--- config.mk ---
export PLATFORM = sky130hd
export DESIGN_NAME = alu8
export DESIGN_NICKNAME = d
export VERILOG_FILES = /design/src/rtl/alu8_pkg.sv /design/src/rtl/alu8_rca.sv /design/src/rtl/alu8.sv
export SDC_FILE = /design/constraint.sdc
export NUM_CORES = 1
export LEC_CHECK = 0
export CORE_UTILIZATION = 41
export CTS_CLUSTER_DIAMETER = 120
export DETAILED_ROUTE_END_ITERATION = 8
export PLACE_DENSITY = 0.76
export REMOVE_ABC_BUFFERS = 1
export SETUP_SLACK_MARGIN = 0.15
export SLEW_MARGIN = 20
export SYNTH_ARGS = -nofsm -noshare
export SYNTH_HDL_FRONTEND = slang
export SYNTH_SLANG_ARGS = --single-unit
--- constraint.sdc ---
create_clock -name clk -period 0.8 [get_ports clk]
set_clock_uncertainty 0.15 [all_clocks]
set_input_delay 0.16 -clock clk [delete_from_list [all_inputs] [get_ports clk]]
set_output_delay 0.16 -clock clk [all_outputs]
set_load 0.02 [all_outputs]
--- src/rtl/alu8_pkg.sv ---
// Shared opcode encoding and default width for the alu8 datapath block.
package alu8_pkg;

   localparam int ALU8_W = 8;

   typedef enum logic [1:0] {
      OP_NOT = 2'd0,
      OP_OR  = 2'd1,
      OP_AND = 2'd2,
      OP_ADD = 2'd3
   } alu8_op_e;

endpackage

--- src/rtl/alu8_rca.sv ---
// Combinational WIDTH-bit ripple-carry adder built from full-adder cells.
module alu8_rca #(
   parameter int WIDTH = 8
) (
   input  logic [WIDTH-1:0] a,
   input  logic [WIDTH-1:0] b,
   input  logic             cin,
   output logic [WIDTH-1:0] sum,
   output logic             cout
);

   logic [WIDTH:0] carry;

   assign carry[0] = cin;

   generate
      for (genvar gi = 0; gi < WIDTH; gi++) begin : g_fa
         assign sum[gi]       = a[gi] ^ b[gi] ^ carry[gi];
         assign carry[gi + 1] = (a[gi] & b[gi]) | (carry[gi] & (a[gi] ^ b[gi]));
      end
   endgenerate

   assign cout = carry[WIDTH];

endmodule

--- src/rtl/alu8.sv ---
// Four-function ALU (NOT/OR/AND/ADD) with one-cycle registered outputs.
// Define ALU8_FLAGS_EN to add the registered zero and signed-overflow flags.
module alu8
   import alu8_pkg::*;
#(
   parameter int WIDTH = ALU8_W
) (
   input  logic             clk,
   input  logic             rst_n,
   input  logic             cin,
   input  logic [WIDTH-1:0] a,
   input  logic [WIDTH-1:0] b,
   input  logic [1:0]       f,
   output logic [WIDTH-1:0] out,
`ifdef ALU8_FLAGS_EN
   output logic             zero,
   output logic             ovf,
`endif
   output logic             cout
);

   alu8_op_e         op;
   logic [WIDTH-1:0] sum;
   logic             add_cout;
   logic [WIDTH-1:0] res_next;
   logic             carry_next;
   logic [WIDTH-1:0] res_reg;
   logic             carry_reg;

   assign op = alu8_op_e'(f);

   alu8_rca #(
      .WIDTH(WIDTH)
   ) u_rca (
      .a   (a),
      .b   (b),
      .cin (cin),
      .sum (sum),
      .cout(add_cout)
   );

   always_comb begin
      res_next   = '0;
      carry_next = 1'b0;
      case (op)
         OP_NOT:  res_next = ~a;
         OP_OR:   res_next = a | b;
         OP_AND:  res_next = a & b;
         default: begin
            res_next   = sum;
            carry_next = add_cout;
         end
      endcase
   end

   always_ff @(posedge clk or negedge rst_n) begin
      if (!rst_n) begin
         res_reg   <= '0;
         carry_reg <= 1'b0;
      end else begin
         res_reg   <= res_next;
         carry_reg <= carry_next;
      end
   end

   assign out  = res_reg;
   assign cout = carry_reg;

`ifdef ALU8_FLAGS_EN
   logic zero_next;
   logic ovf_next;
   logic zero_reg;
   logic ovf_reg;

   // Overflow only has meaning for the adder path; logic ops always report 0.
   assign zero_next = (res_next == '0);
   assign ovf_next  = (op == OP_ADD) && (a[WIDTH-1] == b[WIDTH-1]) &&
                      (sum[WIDTH-1] != a[WIDTH-1]);

   always_ff @(posedge clk or negedge rst_n) begin
      if (!rst_n) begin
         zero_reg <= 1'b0;
         ovf_reg  <= 1'b0;
      end else begin
         zero_reg <= zero_next;
         ovf_reg  <= ovf_next;
      end
   end

   assign zero = zero_reg;
   assign ovf  = ovf_reg;
`endif

endmodule

==> results.md, run 1 <==
* RSZ-0062 raised after global routing: true
* Ys flop type: dfrtp_1
* Crit path cell chain: buf_8 -> fa_2 -> fa_2 -> fa_2 -> fa_2 -> fa_2 -> inv_2 -> fa_2 -> inv_2 -> fa_2 -> inv_2 -> fa_1 -> inv_1 -> mux4_2
* Failing checks: negative setup slack
* Netlist cell types at 8
* Final setup vio count at 18
* Slowest stage cell, crit path: mux4_2
* Post-synth top cells: 29 x inv_1, 16 x ha_1, 9 x dfrtp_1
* Warnings from Yosys at 0
* CTS Buf Count at 3
* First-pass GRT wire length at approximately 3200 µm
* Drt pass-1 iters at 3
* Largest net degree at the start of global routing at 9
* Mean post-synth cell area at 12.2 µm²
* Total Nets Final at about 170
* Crit. End Element: flop
* Drt drc at 0
* Max_cap viols at 0
* Routed WL per cell at between 10 and 15 µm
* Lkg Pwr at approximately 0.74 nW
* Clock sinks at 9
* DRT iter0 DRCs at 5
* Io pins at 30
* Cell Count, Final, Fillers Out at 150
* Power Dens Cells at ~1100 mW/mm²
* Top cells by area, synth: dfrtp_1 25%, ha_1 22%, mux4_2 20%, fa_1 18%, inv_1 12%
* Post-synth EDFFs at 0
* Clock Pin Slew Worst Setup and Hold Paths at 0.06 ns
* Fin crit share at 420%
* Via density at between 4 and 5
* Minimum clock period at about 3.4 ns
* CTS H-Tree Depth at 1
* Peak fanout along the critical path at 2
* Gr usage total at between 10% and 20%
* Core area at 0.00202 mm²
* Clock Tree Buf Depth at 2
* CP Launch Type: input pin
* Vias in the first global route at between 700 and 800
* Hold Violations, Final at 0
* Placed cells at about 150
* Share of post-route cells with drive strength above 1 at 42.3%
* CTS Root Cell: clkbuf_4
* WL final at approximately 1800 µm
* Worst VDD drop at around 0.00090 V
* Post-route ant nets at 0
* Final Worst Setup Slack at -2.56 ns
* F_max at 297 MHz
* Slew headroom at between 80% and 90%
* Initial antenna violation count at 0
* Sequential area share after synthesis at between 20% and 30%
* Share of the synthesized area in the top cell type at 24.9%
* Vias post-DR at approximately 650
* Worst path most repeated cell: fa_2
* Placed wire-length estimate at around 1500 µm
* GRT overflow at 0
* Die area at roughly 0.0024 mm²
* Number of port buffers at 29
* Mapped Area at around 900 µm²
* # diodes at 0
* Yosys reg bits at 9
* Setup CP Type: input pin to flop
* Die Ht at 49.0 µm
* Status: finished, violations left
* Largest stage delay on the critical path at ~0.45 ns
* Least-Margin Pin Slew at roughly 0.19 ns
* Layout area overhead at 58.9%
* Max-slew violations at 0
* Cell accounting for the most synthesized area: dfrtp_1
* Setup WS pre-CTS at -3.50 ns
* Hold Crit Class: input pin to asynchronous set/reset pin
* RD Place Congestion at ~0.77
* Row count at 16
* Critical Path AT at 3.34 ns
* DIE WIDTH at just under 50 µm
* Syn Inst Count at 74
* CTS tree: yes
* Postcts setup bufs at 0
* Most numerous cell in the Yosys netlist: inv_1
* WP data required at 0.78 ns
* Initial core utilization at ~45%
* Async set-or-reset flop fraction in the synthesized netlist at between 90% and 100%
area by class of cell:
cell class	instances	area, µm²
fillers	138	584
multi-input cells	34	566
repair buffers	47	478
flip-flops and latches	9	225
inverters	29	109
well taps	27	33.8
clock buffers	4	26.3
what timing repair did:
item,in CTS,in global routing
hold endpoints to repair,0,0
gates cloned,1,0
pin swaps,8,8
setup endpoints to repair,18,18
gates resized for setup,81,5
hold buffers,0,0
layer usage:
metal	vias up	share of wire [%]	global-route usage [%]
met5	-	0	0
met4	0	1.2	5.39
met3	4	5.1	5.30
met2	24	51	31.3
met1	309	42	20.0
li1	314	-	-
cell usage in the layout (no fill, tap or decap):
master	Yosys	layout
buf_12	0	1
buf_2	0	1
buf_4	0	15
buf_6	2	11
buf_8	0	1
bufbuf_16	0	1
clkbuf_1	0	1
clkbuf_4	0	3
clkdlybuf4s50_1	0	13
dfrtp_1	9	9
dlygate4sd2_1	0	3
dlymetal6s2s_1	0	1
fa_1	8	1
fa_2	0	7
ha_1	16	16
inv_1	29	25
inv_2	0	4
mux4_2	8	8
nand2_1	1	1
nor2_1	1	1
worst paths after layout:
check / from / endpoint / cells past startpoint / slack [ns]
worst max-delay path: b[0] / out[7] / 14 / -2.56
worst min-delay path: rst_n / out[2] / 2 / 0.04
min in group clk: f[0] / out[6] / 2 / 0.16
max in group asynchronous: rst_n / out[5] / 2 / 0.35
power by group:
part	total (W)	internal, W	switching [W]
Sequential	0.000540	0.000513	0.0000267
Combinational	0.000719	0.000420	0.000298
Clock	0.000350	0.000192	0.000158
flip-flops by register name, indices dropped and copies added (netlist names):
signal,flops
cout,1
out,8
kinds of logic after synthesis:
family                     after synthesis  synth area share (%)
adders and majority gates               24                  39.8
buffers and inverters                   31                  14.5
muxes                                    8                  19.9
DFF                                      9                  24.9
and+or+nand+nor                          2                 0.829
through the flow:
step	cell area [µm²]	utilization, %	setup TNS, ns	power [W]	hold slack [ns]
finish	1440	71.1	-16.87	0.00161	0.0414
global route	1440	71.1	-17.55	0.00171	0.0627
CTS	1430	70.5	-17.89	0.00163	0.0354
detailed placement	1350	66.6	-25.73	0.00121	0.310
global placement	1350	66.6	-25.26	0.00118	0.315
floorplan	882	-	-16.73	0.000812	-0.286
critical path: cells and delay by family:
family,cells,cell delay (ns)
adders and majority gates,8,2.43
muxes,1,0.45
buffers and inverters,5,0.30
Note: power is estimated with default switching activity, not from simulation.
==> run 2, diff against run 1 <==
CAP_MARGIN = 20   (was not set)
CORE_MARGIN = 4   (was not set)
==> results.md, run 2 (same netlist as run 1, synthesis figures left out) <==
* Slew headroom at between 80% and 90%
* Die area at between 0.003 and 0.004 mm²
* Least-Margin Pin Slew at around 0.18 ns
* CTS tree: yes
* Most frequent cells in the layout: 25 x inv_1, 16 x ha_1, 16 x buf_4, 14 x clkdlybuf4s50_1, 11 x buf_6
* F_max at between 200 and 300 MHz
* CTS Hold Bufs at 0
* Die Ht at between 50 and 60 µm
* Fin crit share at 417%
* WP data required at slightly below 0.8 ns
* Most common cell after layout, fill and taps aside: inv_1
* Hold Violations, Final at 0
* Slowest stage cell, crit path: mux4_2
* Clock Pin Slew Worst Setup and Hold Paths at 0.07 ns
* Placed cell area at ~0.0014 mm²
* Initial antenna violation count at 0
* Routed WL per cell at 12.9 µm
* Final Cell Area at roughly 0.0015 mm²
* Post-route ant nets at 0
* Hold Slack at approximately 0.057 ns
* Max_cap viols at 0
* GRT overflow at 0
* Largest stage delay on the critical path at 0.45 ns
* Peak fanout along the critical path at 2
* Minimum clock period at 3.34 ns
* Routed wl met2 at 1060 µm
* Number of port buffers at 29
* CP Launch Type: input pin
* Critical Path AT at about 3.3 ns
* First-pass GRT wire length at 3150 µm
* Clock sinks at 9
* CTS Root Cell: clkbuf_4
* Share of post-route cells with drive strength above 1 at 43.2%
* Setup TNS at -16.95 ns
* Met3 Routed Length at 147 µm
* Uppermost layer routed: met4
* Clock Tree Buf Depth at 2
* Core area at 0.00202 mm²
* CTS H-Tree Depth at 1
* Setup WS pre-CTS at -3.51 ns
* Initial core utilization at between 40 and 50%
* Largest net degree at the start of global routing at 10
* Number of fillers in the final layout at 134
* Critical path buffers and inverters at 5
* WL final at 1970 µm
* Failing checks: negative setup slack
* Final Worst Setup Slack at -2.54 ns
* Via density at around 4.3
* RSZ-0062 raised after global routing: true
* # diodes at 0
* Max-slew violations at 0
* Final setup vio count at 18
* Drt drc at 0
* Postcts setup bufs at 0
* Layout area overhead at 61.7%
* Gr usage total at 15.1%
* Power Dens Cells at around 1100 mW/mm²
* Crit. End Element: flop
* Io pins at 30
* Row count at 16
* CTS Buf Count at 3
* Worst VDD drop at between 0.0006 and 0.0007 V
* Lkg Pwr at about 0.75 nW
* Worst path most repeated cell: fa_2
* Status: finished, violations left
* WL met1 at 743 µm
* CP delay by family, top: adder cells
* DIE WIDTH at roughly 55 µm
* Vias in the first global route at between 700 and 800
* Placed wire-length estimate at 1550 µm
* Crit path cell chain: buf_8 -> fa_2 -> fa_2 -> fa_2 -> fa_2 -> fa_2 -> inv_2 -> fa_2 -> inv_2 -> fa_2 -> inv_2 -> fa_1 -> inv_1 -> mux4_2
* Setup CP Type: input pin to flop
* Drt pass-1 iters at 4
* DRT iter0 DRCs at 2
* RD Place Congestion at between 0.7 and 0.8
* Vias post-DR at around 660
* Hold Crit Class: input pin to asynchronous set/reset pin
* Max reg flops at 8
* Total Nets Final at 171
* PnR Total Power at 0.00166 W
run 2: area by class of cell:
cell class              count  area (µm²)  share of cell area, %
clock buffers               4        26.3                   1.80
inverters                  29         109                   7.44
multi-input cells          34         566                   38.7
flip-flops and latches      9         225                   15.4
well taps                  27        33.8                   2.31
repair buffers             49         503                   34.4
run 2: worst max path at each step:
stage | from | endpoint | slack (ns) | cells after the start
after floorplan | a[0] | out[7] | -2.84 | 13
after global placement | a[0] | out[7] | -3.40 | 14
after detailed placement | a[0] | out[7] | -3.51 | 14
after CTS | a[0] | out[7] | -2.73 | 14
after global routing | b[0] | out[7] | -2.64 | 14
final | b[0] | out[7] | -2.54 | 14
run 2: power by group:
part	total [W]	internal (W)	switching [W]
clock	0.000374	0.000193	0.000181
combinational	0.000743	0.000438	0.000305
sequential	0.000542	0.000513	0.0000292
run 2: per-stage QoR:
| stage | std cells | utilization [%] |
|---|---|---|
| final | 152 | 72.3 |
| after global routing | 152 | 72.3 |
| after CTS | 152 | 71.8 |
| after detailed placement | 147 | 67.9 |
| after global placement | 147 | 67.9 |
| after floorplan | 72 | - |
run 2: timing repair:
item                                    4_1_cts  5_1_grt
hold endpoints to repair                      0        0
gates resized for setup                      81        4
gates cloned                                  1        0
pin swaps                                     8        8
endpoints found under the setup margin       18       18
run 2: per-layer routing:
layer,up-vias,track usage [%]
met2,28,27.6
met4,0,6.07
met5,-,0
met3,2,1.61
met1,308,18.1
li1,320,-
